===== config.mk =====
export PLATFORM = sky130hd
export DESIGN_NAME = wb_conbus_rr
export DESIGN_NICKNAME = d
export VERILOG_FILES = /design/src/rtl/wb_conbus_rr.sv
export SDC_FILE = /design/constraint.sdc
export NUM_CORES = 1
export LEC_CHECK = 0
export CORE_AREA = 5 5 205 207
export CTS_CLUSTER_DIAMETER = 60
export DETAILED_ROUTE_END_ITERATION = 8
export DIE_AREA = 0 0 210 212
export GPL_TIMING_DRIVEN = 0
export PLACE_DENSITY = 0.41
export SLEW_MARGIN = 15
export SYNTH_ARGS = -nofsm -noshare
export SYNTH_HDL_FRONTEND = slang
export SYNTH_SLANG_ARGS = --single-unit

===== constraint.sdc =====
create_clock -name clk -period 3.5 [get_ports clk]
set_clock_uncertainty 0.05 [all_clocks]
set_input_delay 0.875 -clock clk [delete_from_list [all_inputs] [get_ports clk]]
set_output_delay 0.875 -clock clk [all_outputs]
set_load 0.01 [all_outputs]

===== src/rtl/wb_conbus_rr.sv =====
// Round-robin Wishbone shared-bus interconnect: N masters, N slaves, packed tag decode, error responder.
// Optional WB_CONBUS_TIMEOUT_EN adds a watchdog that errors out a transfer stalled for TIMEOUT_CYCLES.
module wb_conbus_rr #(
    parameter int N_MASTERS      = 2,
    parameter int N_SLAVES       = 8,
    parameter int S_ADDR_W       = 4,
    parameter logic [N_SLAVES*S_ADDR_W-1:0] S_ADDRS = 32'h8765_4320,
    parameter int TIMEOUT_CYCLES = 255
) (
    input  logic                      clk,
    input  logic                      rst,
    input  logic [N_MASTERS*32-1:0]   m_dat_i,
    input  logic [N_MASTERS*32-1:0]   m_adr_i,
    input  logic [N_MASTERS*4-1:0]    m_sel_i,
    input  logic [N_MASTERS-1:0]      m_we_i,
    input  logic [N_MASTERS-1:0]      m_cyc_i,
    input  logic [N_MASTERS-1:0]      m_stb_i,
    output logic [31:0]               m_dat_o,
    output logic [N_MASTERS-1:0]      m_ack_o,
    output logic [N_MASTERS-1:0]      m_err_o,
    input  logic [N_SLAVES*32-1:0]    s_dat_i,
    input  logic [N_SLAVES-1:0]       s_ack_i,
    output logic [31:0]               s_dat_o,
    output logic [31:0]               s_adr_o,
    output logic [3:0]                s_sel_o,
    output logic                      s_we_o,
    output logic [N_SLAVES-1:0]       s_cyc_o,
    output logic [N_SLAVES-1:0]       s_stb_o,
    output logic [N_MASTERS-1:0]      grant_o
);
    localparam int MW = (N_MASTERS > 1) ? $clog2(N_MASTERS) : 1;
    localparam int SW = (N_SLAVES > 1) ? $clog2(N_SLAVES) : 1;

    if (N_MASTERS < 1 || N_MASTERS > 8 || N_SLAVES < 1 || N_SLAVES > 16 || TIMEOUT_CYCLES < 1) begin : g_bad_cfg
        $error("wb_conbus_rr: parameter out of range");
    end

    logic          grant_valid, nxt_valid;
    logic [MW-1:0] grant_idx, nxt_idx;
    logic          cur_cyc, cur_stb, cur_we;
    logic [31:0]   cur_adr, cur_dat;
    logic [3:0]    cur_sel;
    logic          hit;
    logic [SW-1:0] sel_slave;
    logic          err_q, to_fire, err_now, ack_raw, ack_now;

    // Search order starts just after the last owner; iterating backwards lets the nearest requester win.
    always_comb begin
        nxt_valid = 1'b0;
        nxt_idx   = grant_idx;
        for (int k = N_MASTERS; k >= 1; k--) begin
            if (m_cyc_i[(int'(grant_idx) + k) % N_MASTERS]) begin
                nxt_valid = 1'b1;
                nxt_idx   = MW'((int'(grant_idx) + k) % N_MASTERS);
            end
        end
    end

    always_ff @(posedge clk) begin
        if (!rst) begin
            grant_valid <= 1'b0;
            grant_idx   <= MW'(N_MASTERS - 1);
        end else if (!grant_valid || !m_cyc_i[grant_idx]) begin
            grant_valid <= nxt_valid;
            grant_idx   <= nxt_idx;
        end
    end

    always_comb begin
        cur_cyc = 1'b0;
        cur_stb = 1'b0;
        cur_we  = 1'b0;
        cur_adr = '0;
        cur_dat = '0;
        cur_sel = '0;
        if (grant_valid) begin
            cur_cyc = m_cyc_i[grant_idx];
            cur_stb = m_stb_i[grant_idx];
            cur_we  = m_we_i[grant_idx];
            cur_adr = m_adr_i[grant_idx*32 +: 32];
            cur_dat = m_dat_i[grant_idx*32 +: 32];
            cur_sel = m_sel_i[grant_idx*4 +: 4];
        end
    end

    // Descending scan so that the lowest matching slave index is the one kept.
    always_comb begin
        hit       = 1'b0;
        sel_slave = '0;
        for (int i = N_SLAVES - 1; i >= 0; i--) begin
            if (cur_cyc && cur_adr[31 -: S_ADDR_W] == S_ADDRS[i*S_ADDR_W +: S_ADDR_W]) begin
                hit       = 1'b1;
                sel_slave = SW'(i);
            end
        end
    end

    assign ack_raw = hit & s_ack_i[sel_slave];

    // Unmapped strobe: one-cycle error, then a forced gap before it can fire again.
    always_ff @(posedge clk) begin
        if (!rst) err_q <= 1'b0;
        else      err_q <= cur_cyc & cur_stb & ~hit & ~err_q;
    end

`ifdef WB_CONBUS_TIMEOUT_EN
    localparam int TW = $clog2(TIMEOUT_CYCLES + 1);
    logic [TW-1:0] to_cnt;

    assign to_fire = hit && (to_cnt == TW'(TIMEOUT_CYCLES));

    always_ff @(posedge clk) begin
        if (!rst || !(cur_cyc && cur_stb) || ack_raw || err_q || to_fire) to_cnt <= '0;
        else                                                              to_cnt <= to_cnt + 1'b1;
    end
`else
    assign to_fire = 1'b0;
`endif

    assign err_now = err_q | to_fire;
    assign ack_now = ack_raw & ~err_now;

    always_comb begin
        m_dat_o = '0;
        m_ack_o = '0;
        m_err_o = '0;
        s_dat_o = '0;
        s_adr_o = '0;
        s_sel_o = '0;
        s_we_o  = 1'b0;
        s_cyc_o = '0;
        s_stb_o = '0;
        grant_o = '0;
        if (rst) begin
            s_dat_o = cur_dat;
            s_adr_o = cur_adr;
            s_sel_o = cur_sel;
            s_we_o  = cur_we;
            for (int i = 0; i < N_SLAVES; i++) begin
                s_cyc_o[i] = hit && !to_fire && (sel_slave == SW'(i));
                s_stb_o[i] = s_cyc_o[i] && cur_stb;
            end
            if (hit) m_dat_o = s_dat_i[sel_slave*32 +: 32];
            for (int k = 0; k < N_MASTERS; k++) begin
                grant_o[k] = grant_valid && (grant_idx == MW'(k));
                m_ack_o[k] = grant_o[k] && ack_now;
                m_err_o[k] = grant_o[k] && err_now;
            end
        end
    end
endmodule

# Word-level counts from Yosys, hierarchy flattened
# Index checks and enable logic that the tools add are counted.
# word_totals
regBits	3
word_cells	125
out_inout_bits	123
inputBits	408
# op_classes
order_cmp	4
n_addsub	2
n_eq_ne	14
n_shift	4
n_mux	51
reduce_logical	37
n_bitwise	10
# op_table
operator	n
variable part select 256 x 9 -> 32 bit	1
2-to-1 mux 32 bit	6
variable part select 64 x 7 -> 32 bit	2
logical AND 1 bit	30
2-to-1 mux 1 bit	29
2-to-1 mux 3 bit	8
== test 4 x 3 -> 1 bit, second input constant	4
2-to-1 mux 8 bit	2
== test 3 bit, second input constant	4
== test 4 x 2 -> 1 bit, second input constant	2
2-to-1 mux 4 bit	2
variable part select 8 x 4 -> 4 bit	1
== test 3 x 2 -> 1 bit, second input constant	2
less-than comparator 2 x 3 -> 1 bit, second input constant	2
2-to-1 mux 2 bit	3
bitwise AND 1 bit	5
== test 4 bit, second input constant	1
logical NOT 4 bit	1
less-than comparator 3 x 4 -> 1 bit, second input constant	1
binary-select mux 1 bit (select 3 bit)	1
== test 3 x 1 -> 1 bit, second input constant	1
logical NOT 3 bit	1
NOT 1 bit	3
adder 1 bit, second input constant	2
other kinds (6)	8

# Longest topological paths before layout
# Gate-level depths: netlist of run 1.
# depth
depth_word	18
ltp_mapped	9
depth_no_buf	6

# Least setup slack after synthesis of run 1
# OpenSTA, ideal clock, no wires.
# synth_timing
path_type	input -> output
startpoint	input m_adr_i[28]
endpoint	output m_dat_o[25]
path_slack_ns	0.199
t_required_ns	2.575
stages	7
n_path_buf	1
arrival_time_ns	2.376
cell_sequence	or4b_4 a21boi_4 a21oi_2 a21oi_4 nand3_4 buf_6 o22ai_1
# synth_between
elab_chain_cells	15
word_cells_on_any_way	37
classes_between	eq/ne: 7; shift: 2; mux: 19; reduce/logical: 9
# synth_rtl
item	line	rtl
from (decl)	13	input logic [N_MASTERS*32-1:0] m_adr_i,
variable part select 64 x 7 -> 32 bit *	80	cur_adr = m_adr_i[grant_idx*32 +: 32];
2-to-1 mux 32 bit *	76	if (grant_valid) begin
== test 4 bit	91	if (cur_cyc && cur_adr[31 -: S_ADDR_W] == S_ADDRS[i*S_ADDR_W +: S_ADDR_W]) begin
logical AND 1 bit	91	
2-to-1 mux 3 bit (8 in series)	91	
variable part select 256 x 9 -> 32 bit	143	if (hit) m_dat_o = s_dat_i[sel_slave*32 +: 32];
2-to-1 mux 32 bit *	143	
2-to-1 mux 32 bit *	134	if (rst) begin
to (decl)	18	output logic [31:0] m_dat_o,
# Every way passes the cells marked *; elsewhere a longest branch is shown, timed or not.

# Worst setup path in the final report of run 1
# layout_timing
startpoint	input m_adr_i[29]
endpoint	output m_dat_o[14]
# The elaborated chain is that of the path after synthesis.

==> results of run 1 <==
## cells by family after synthesis
| kind of cell | Yosys count | synth area share [%] |
|---|---|---|
| flip-flops | 3 | 1.73 |
| multiplexers | 72 | 20.9 |
| AND/OR/NAND/NOR | 318 | 39.7 |
| XOR/XNOR | 2 | 0.506 |
| AO/OA/AOI/OAI | 118 | 27.4 |
| buffers and inverters | 64 | 9.79 |
## cells in the final DEF (no fill, tap or decap), types with 3 or more instances in the layout
cell type        synthesis  layout
inv_1                    4       4
and2_1                   5       3
nor2_2                   0       4
buf_12                   0      11
dlygate4sd2_1            0       4
clkbuf_1                21       4
clkbuf_4                 0       8
clkdlybuf4s50_1          0     468
mux2i_1                 70      68
o221ai_2                 0      24
o22ai_2                  0      13
buf_8                    0       7
nor2_1                  90      84
o22ai_4                  0       7
buf_4                    3      31
dfxtp_1                  3       3
o22ai_1                 33      13
buf_2                   28      45
nand3_1                 64      63
nand2_1                138     136
o221ai_1                64      36
a21oi_1                  4       4
clkbuf_16                0       6
clkbuf_2                 0      10
o221ai_4                 0       4
buf_6                    7      35
## final timing paths
check | from | endpoint | slack (ns) | depth (start not counted)
worst min register to register | err_now$_SDFF_PN0_ | err_now$_SDFF_PN0_ | 0.66 | 3
worst max register to register | grant_idx$_SDFFE_PN1P_ | err_now$_SDFF_PN0_ | 1.40 | 6
worst max-delay path | m_adr_i[29] | m_dat_o[14] | -0.23 | 11
worst min-delay path | err_now$_SDFF_PN0_ | err_now$_SDFF_PN0_ | 0.66 | 3
## final cells by class
cell class                      count  area [sq um]  share of cell area [%]
Clock buffer                        4          78.8                   0.739
Multi-Input combinational cell    510          3640                    34.2
Sequential cell                     3          60.1                   0.563
Tap cell                          532           666                    6.24
Buffer                             59           559                    5.24
Inverter                            4          15.0                   0.141
Timing Repair Buffer              572          5640                    52.9
Antenna cell                        1          2.50                  0.0235
## per-stage QoR
| stage | power, mW | setup WS (ns) | util, % | TNS, ns | cell area, sq um |
|---|---|---|---|---|---|
| 5_1_grt | 1.47 | -0.303 | 26.5 | -9.48 | 10700 |
| 2_1_floorplan | 0.365 | 0.199 | - | 0 | 3460 |
| 3_3_place_gp | 1.07 | -1.54 | 23.4 | -78.59 | 9420 |
| 4_1_cts | 1.37 | -0.251 | 25.7 | -6.06 | 10300 |
| 6_report | 1.38 | -0.229 | 26.5 | -5.23 | 10700 |
| 3_5_place_dp | 1.08 | -1.53 | 23.4 | -79.68 | 9420 |
## worst max-delay path: stages
cell	delay (ns)
buf_8	0.10
or4b_4	0.52
a21boi_4	0.22
a21oi_2	0.07
a21oi_4	0.18
nand3_4	0.09
buf_12	0.16
buf_12	0.14
buf_6	0.12
o22ai_4	0.17
buf_6	0.13
## routing by layer
layer / global-route usage (%) / vias to the layer above / share of wire (%)
met1: 17.2 / 3240 / 37
met5: 0 / - / 0.054
met4: 1.06 / 4 / 0.79
li1: - / 3290 / -
met3: 4.66 / 22 / 8.0
met2: 32.0 / 354 / 54
## sequential cells by signal, indices dropped and copies added (netlist names)
name and count:
err_now 1, grant_idx 1, grant_valid 1
## repair_timing
item,CTS,global route
pin swaps,40,22
gates resized for setup,409,35
setup buffers,32,6
endpoints found under the setup margin,120,72
gates cloned,2,3
## power groups by stage
stage / sequential, mW / combinational [mW] / clock [mW]
floorplan: 0.0389 / 0.326 / 0
global placement: 0.0404 / 1.03 / 0
detailed placement: 0.0403 / 1.04 / 0
CTS: 0.0403 / 1.14 / 0.187
global route: 0.0408 / 1.24 / 0.190
finish: 0.0402 / 1.16 / 0.182
==> summary.md, run 1 <==
| Metric | Value |
|---|---|
| Worst Setup End Kind | `output port` |
| Fin. Hold Viols | `0` |
| Area Overhead vs Synth | `208%` |
| Unrepaired setup endpoints after global routing | `true` |
| Placed Cells | `between 1500 and 2000` |
| Synth Flop Type | `dfxtp_1` |
| First-pass GRT wire length | `53.0 mm` |
| Critical path class | `input port to output port` |
| DIE WIDTH | `roughly 210 um` |
| Violated checks | `setup timing` |
| Ys async rst share | `0%` |
| Final ANT Viol Nets | `0` |
| Vias in the first global route | `~7500` |
| Top cell type's share of synthesized area | `20.2%` |
| Top cells by count, synth | `138 x nand2_1, 90 x nor2_1, 70 x mux2i_1, 64 x nand3_1, 64 x o221ai_1` |
| Post-synth cell types | `44` |
| Top cells by area, synth | `mux2i_1 20%, o221ai_1 16%, nand2_1 15%` |
| Initial Util | `8.62%` |
| GPL Wtd Cong | `around 0.93` |
| Slew headroom | `64.4%` |
| Internal power | `0.892 mW` |
| Seq cells post-synth | `3` |
| Top-count cell post-synth | `nand2_1` |
| Core Area | `0.0402 sq mm` |
| Outcome | `finished with violations` |
| Clock Latency Late Sink | `roughly 0.22 ns` |
| DR vias | `6910` |
| Gate power share | `83.9%` |
| Clock Sinks | `3` |
| EDFF count, synth | `0` |
| CTS Buffer Depth | `2` |
| Critical Path AT | `2.80 ns` |
| CP required | `2.57 ns` |
| Reg clk slew, reported paths | `about 0.030 ns` |
| Least-Margin Pin Slew | `0.534 ns` |
| Initial DRC count | `270` |
| Largest net degree at the start of global routing | `11` |
| Pwr dens | `129 mW/mm^2` |
| Seq/Total Area, Yosys | `under 10%` |
| Psw | `0.487 mW` |
| Wirelength per Cell | `23.1 um` |
| Final cell count without fillers | `approximately 1700` |
| Max Slew Vio Count | `0` |
| Site Rows | `74` |
| Max cap viols | `0` |
| Top cell type by total area after synthesis | `mux2i_1` |
| Fill cell count | `4472` |
| Ports | `between 500 and 600` |
| Root buffer cell | `clkbuf_16` |
| DP HPWL | `33.0 mm` |
| CP startpoint kind | `input port` |
| Total Wirelength | `39.0 mm` |
| Drt first pass iters | `4` |
| Final setup margin | `-0.229 ns` |
| Sequential Power Share | `2.9%` |
| Nets@finish | `1561` |
| Fin Hold WS | `around 0.66 ns` |
| Mapped Nets | `985` |
| Sw frac | `between 30% and 40%` |
| Vias per cell | `4.10` |
| Port buffer count | `529` |
| Die height | `212 um` |
| CTS tree | `built` |
| CTS hold repair buffers | `0` |
| Min-Delay Path Class | `flip-flop to flip-flop` |
| Syn Inst Count | `between 500 and 600` |
| Remaining DRCs | `0` |
| Synthesis Warnings | `0` |
| TritonCTS Buffers | `3` |
| H-tree depth | `1` |
| Total GRT Usage | `15.9%` |
| Antenna violations before repair | `3` |
| Crit path max fanout | `8` |
| Maximum vdd drop | `approximately 120 uV` |
| Leakage | `4.28 nW` |
| F_max | `roughly 270 MHz` |
| Fin crit period | `about 3.7 ns` |
| Final worst-path cycle share | `107%` |
| Post-Syn Area | `0.00346 sq mm` |
| Power share of the clock group | `13.2%` |
| Final setup fails | `41` |
| Avg Cell Area, Syn | `6.00 sq um` |
| GRT overflow | `0` |
| Share of cells above drive strength 1 | `about a fifth` |
| Die ar. | `0.0445 sq mm` |
Power figures use the tool's default switching activity.
==> run 2: changes to the inputs <==
MAX_ROUTING_LAYER = met4   (was unset)
==> run 2 against run 1 <==
The flow still finishes with violations (setup timing). Fmax shrank 0.39%. First-iteration DRC count fell by 5.9%. Sequential cell count is the same. Largest cell class unchanged. Largest power group unchanged.
==> summary.md, run 2 (synthesis results as in run 1) <==
| Metric | Value |
|---|---|
| Min-Delay Path Class | `flip-flop to flip-flop` |
| Reg clk slew, reported paths | `about 0.03 ns` |
| Largest net degree at the start of global routing | `11` |
| Reg2reg setup slack | `1.47 ns` |
| Root buffer cell | `clkbuf_16` |
| Die ar. | `approximately 0.045 sq mm` |
| DP Area | `0.00942 sq mm` |
| DIE WIDTH | `210 um` |
| Critical Path AT | `2.82 ns` |
| CTS Buffer Depth | `2` |
| TritonCTS Buffers | `3` |
| Drt first pass iters | `4` |
| Area Overhead vs Synth | `220%` |
| Outcome | `finished with violations` |
| Final setup margin | `-0.244 ns` |
| Most frequent cells in the layout | `468 x clkdlybuf4s50_1, 135 x nand2_1, 82 x nor2_1, 69 x mux2i_1, 63 x nand3_1` |
| Die height | `approximately 210 um` |
| Max cap viols | `0` |
| Crit path max fanout | `5` |
| Final ANT Viol Nets | `0` |
| Port buffer count | `529` |
| Final cell count without fillers | `between 1500 and 2000` |
| GPL Wtd Cong | `0.933` |
| Wirelength per Cell | `23.6 um` |
| CP required | `around 2.6 ns` |
| WHS Endpoint | `err_now$_SDFF_PN0_` |
| Share of cells above drive strength 1 | `22.5%` |
| Pre-CTS setup slack | `-1.56 ns` |
| Total GRT Usage | `about 17%` |
| DP HPWL | `33.0 mm` |
| Ports | `approximately 530` |
| Remaining DRCs | `0` |
| Violated checks | `setup timing` |
| RR Startpoint | `grant_idx$_SDFFE_PN1P_` |
| Maximum vdd drop | `122 uV` |
| Final worst-path cycle share | `107%` |
| Max Slew Vio Count | `0` |
| Placed Cells | `~1600` |
| Vias per cell | `~4.1` |
| First-pass GRT wire length | `around 55 mm` |
| Site Rows | `74` |
| Total Power | `1.42 mW` |
| Antenna violations before repair | `4` |
| GRT overflow | `0` |
| Clock Sinks | `3` |
| Nets@finish | `1566` |
| Final setup fails | `43` |
| Clock Latency Late Sink | `0.22 ns` |
| Slew headroom | `between 60% and 70%` |
| Fin crit period | `3.74 ns` |
| Worst Setup End Kind | `output port` |
| Setup_tns | `-7.14 ns` |
| Vias in the first global route | `7826` |
| Fin. Hold Viols | `0` |
| F_max | `between 200 and 300 MHz` |
| Worst R2R Path Depth | `9` |
| Hold wc startpoint | `err_now$_SDFF_PN0_` |
| Pwr dens | `128 mW/mm^2` |
| Core Area | `0.0402 sq mm` |
| Post-route design area | `0.0111 sq mm` |
| H-tree depth | `1` |
| Initial DRC count | `254` |
| Initial Util | `approximately 8.6%` |
| CTS tree | `built` |
| Final Util | `27.5%` |
| Critical path class | `input port to output port` |
| Most common cell after layout, fill and taps aside | `clkdlybuf4s50_1` |
| Hold Path Depth | `3` |
| Least-Margin Pin Slew | `0.537 ns` |
| Fin Hold WS | `just under 0.7 ns` |
| Worst reg2reg path endpoint | `err_now$_SDFF_PN0_` |
| CP startpoint kind | `input port` |
| Unrepaired setup endpoints after global routing | `true` |
| Leakage | `about 4.4 nW` |
| CTS hold repair buffers | `0` |
| DR vias | `6916` |
| Total Wirelength | `40.0 mm` |
[run 2: changes by cell type in the layout (fill, tap and decap cells not counted), moves of 4 or more]
cell and delta:
o22ai_1 +4, o221ai_1 -17, buf_12 +5, o221ai_2 +8, buf_2 -8, o22ai_2 -4
o221ai_4 +9
[run 2: worst max-delay path: stages]
cell,delay (ns)
buf_6,0.09
or4b_4,0.53
a21boi_4,0.20
buf_6,0.14
a21o_4,0.19
buf_8,0.17
clkbuf_16,0.18
o221ai_2,0.09
o22ai_1,0.18
buf_2,0.17
[run 2: routing by layer]
layer | part of all wire, % | vias to the layer above | global-route usage, %
li1 | - | 3302 | -
met2 | 55 | 356 | 33.1
met5 | 0 | - | -
met4 | 0.73 | 0 | 1.19
met1 | 37 | 3239 | 17.8
met3 | 7.4 | 19 | 4.44
[run 2: power breakdown]
part | internal [mW] | switching, mW | total (mW) | leakage (nW)
Sequential | 0.0363 | 0.00408 | 0.0404 | 0.0248
Clock | 0.150 | 0.0313 | 0.182 | 0.0382
Combinational | 0.728 | 0.472 | 1.20 | 4.31
Total | 0.915 | 0.507 | 1.42 | 4.38
[run 2: area by class of cell]
cell class	instances	area (sq um)
antenna	4	10.0
buffer	58	592
clock buffer	4	78.8
fill	4436	29100
inverter	4	15.0
multi-input combinational	510	3860
sequential	3	60.1
tap	532	666
timing repair buffer	578	5790
[run 2: what timing repair did]
item                                    CTS  global route
cloned                                    6             3
pin swaps                                45            40
endpoints found under the setup margin  120            86
hold endpoints to repair                  0             0
buffers inserted                         35             7
gates resized for setup                 431            55
[run 2: worst max-delay path by stage]
stage                     slack, ns           to   startpoint
final                         -0.24  m_dat_o[30]  m_adr_i[28]
after global routing          -0.31  m_dat_o[30]  m_adr_i[28]
after CTS                     -0.24  m_dat_o[14]  m_adr_i[29]
after detailed placement      -1.56   m_dat_o[0]  m_adr_i[60]
after global placement        -1.53   m_dat_o[0]  m_adr_i[60]
after floorplan                0.20  m_dat_o[25]  m_adr_i[28]
==> run 3: changes to the inputs <==
CTS_BUF_LIST = sky130_fd_sc_hd__clkbuf_16   (was unset)
==> run 3 against run 2 <==
The flow still finishes with violations (setup timing). Utilization unchanged. Die area unchanged. Combinational power about the same. Register-to-register slack about the same. Count of clock-buffer cells in the layout decreased by 1. Cell area unchanged. Final cell count unchanged. Clock power about the same. Non-clock buffer count unchanged. Critical endpoint unchanged. First-iteration DRC count increased by 1.2%. Highest routed layer unchanged.
==> summary.md, run 3 (synthesis results as in run 1) <==
| Metric | Value |
|---|---|
| RR Startpoint | `grant_idx$_SDFFE_PN1P_` |
| F_max | `approximately 270 MHz` |
| First-pass GRT wire length | `~55 mm` |
| Ports | `between 500 and 600` |
| Final setup fails | `43` |
| Share of cells above drive strength 1 | `between 20% and 30%` |
| Total GRT Usage | `16.9%` |
| Vias per cell | `4.08` |
| Final ANT Viol Nets | `0` |
| Least-Margin Pin Slew | `0.529 ns` |
| Maximum vdd drop | `approximately 120 uV` |
| Site Rows | `74` |
| Max Slew Vio Count | `0` |
| Crit-path cells | `buf_6, or4b_4, a21boi_4, buf_6, a21o_4, buf_8, clkbuf_16, o221ai_2, o22ai_1, buf_2` |
| Drt first pass iters | `4` |
| Reg2reg setup slack | `1.47 ns` |
| Fin. Hold Viols | `0` |
| Most frequent cells in the layout | `468 x clkdlybuf4s50_1, 135 x nand2_1, 82 x nor2_1, 69 x mux2i_1, 63 x nand3_1` |
| Fin crit period | `3.74 ns` |
| Antenna violations before repair | `4` |
| Remaining DRCs | `0` |
| Area Overhead vs Synth | `220%` |
| DP HPWL | `33.0 mm` |
| Initial Util | `8.62%` |
| GRT overflow | `0` |
| CTS tree | `built` |
| Fill cell count | `4436` |
| Worst path slowest cell | `or4b_4` |
| Max cap viols | `0` |
| Vias in the first global route | `7826` |
| Port buffer count | `529` |
| Min-Delay Path Class | `flip-flop to flip-flop` |
| GPL Wtd Cong | `0.933` |
| Final setup margin | `-0.241 ns` |
| Unrepaired setup endpoints after global routing | `true` |
| Largest net degree at the start of global routing | `11` |
| CTS hold repair buffers | `0` |
| CP required | `2.57 ns` |
| Leakage | `around 4.4 nW` |
| Final worst-path cycle share | `107%` |
| Fin Hold WS | `0.675 ns` |
| Hold wc startpoint | `err_now$_SDFF_PN0_` |
| DR vias | `around 6900` |
| CP startpoint kind | `input port` |
| Clock Latency Late Sink | `about 0.22 ns` |
| Crit path max fanout | `5` |
| H-tree depth | `1` |
| Total Wirelength | `40.0 mm` |
| Clock Sinks | `3` |
| CP most frequent cell | `buf_6` |
| Worst Setup End Kind | `output port` |
| Worst reg2reg path endpoint | `err_now$_SDFF_PN0_` |
| Initial DRC count | `257` |
| Most common cell after layout, fill and taps aside | `clkdlybuf4s50_1` |
| Root buffer cell | `clkbuf_16` |
| Worst R2R Path Depth | `9` |
| Outcome | `finished with violations` |
| Pwr dens | `128 mW/mm^2` |
| Max stage delay on crit path | `0.53 ns` |
| DIE WIDTH | `210 um` |
| Wirelength per Cell | `23.6 um` |
| Die ar. | `0.0445 sq mm` |
| Hold Path Depth | `3` |
| WHS Endpoint | `err_now$_SDFF_PN0_` |
| Total Power | `1.42 mW` |
| Nets@finish | `1566` |
| CTS Buffer Depth | `2` |
| Reg clk slew, reported paths | `0.03 ns` |
| Critical path class | `input port to output port` |
| Slew headroom | `about 65%` |
| Critical Path AT | `2.82 ns` |
| TritonCTS Buffers | `3` |
| Die height | `approximately 210 um` |
| Violated checks | `setup timing` |
| Core Area | `0.0402 sq mm` |
[run 3: cell types whose count changed in the layout (fill, tap and decap cells not counted)]
cell | previous run | this run
clkbuf_1 | 5 | 4
inv_1 | 4 | 5
[run 3: routing by layer]
| layer | share of wire, % | GRT usage, % | up-vias |
|---|---|---|---|
| li1 | - | - | 3302 |
| met1 | 37 | 17.8 | 3233 |
| met2 | 55 | 33.1 | 356 |
| met3 | 7.5 | 4.44 | 19 |
| met4 | 0.73 | 1.19 | 0 |
| met5 | 0 | - | - |
[run 3: how the worst max path moves through the flow]
stage          depth (start not counted)         from          end  slack (ns)
2_1_floorplan                          7  m_adr_i[28]  m_dat_o[25]        0.20
6_report                              10  m_adr_i[28]  m_dat_o[30]       -0.24
3_5_place_dp                          10  m_adr_i[60]   m_dat_o[0]       -1.56
5_1_grt                               10  m_adr_i[28]  m_dat_o[30]       -0.31
4_1_cts                               11  m_adr_i[29]  m_dat_o[14]       -0.24
3_3_place_gp                          10  m_adr_i[60]   m_dat_o[0]       -1.53
[run 3: through the flow]
step	setup WS (ns)	instances	util [%]	instance area (sq um)	setup TNS (ns)
final	-0.241	1693	27.5	11100	-7.06
after global routing	-0.314	1693	27.5	11100	-10.57
after CTS	-0.240	1681	26.5	10700	-6.20
after detailed placement	-1.56	1638	23.4	9420	-79.73
after global placement	-1.53	1638	23.4	9420	-77.72
after floorplan	0.199	577	-	3460	0
[run 3: layout make-up]
class	count	area, sq um	area share (%)
clock buffer	3	75.1	0.678
timing repair buffer	578	5790	52.3
sequential	3	60.1	0.543
inverter	4	15.0	0.136
tap	532	666	6.01
multi-input combinational	510	3860	34.9
clock inverter	1	3.75	0.0339
antenna	4	10.0	0.0904
buffer	58	592	5.35
[run 3: what timing repair did]
| item | CTS | global route |
|---|---|---|
| setup buffers | 35 | 7 |
| pin swaps | 45 | 40 |
| cloned | 6 | 3 |
| endpoints found under the setup margin | 120 | 86 |
| gates resized for setup | 431 | 55 |
[run 3: critical path: cells and delay by family]
kind / cells / cell delay [ns]
compound gates: 4 / 0.66
buf+inv: 5 / 0.74
simple gates: 1 / 0.53
[run 3: power by group]
| group | total (mW) | leakage (nW) | switching [mW] | internal, mW |
|---|---|---|---|---|
| sequential | 0.0404 | 0.0248 | 0.00408 | 0.0363 |
| clock | 0.179 | 0.0423 | 0.0319 | 0.147 |
| combinational | 1.20 | 4.31 | 0.472 | 0.728 |
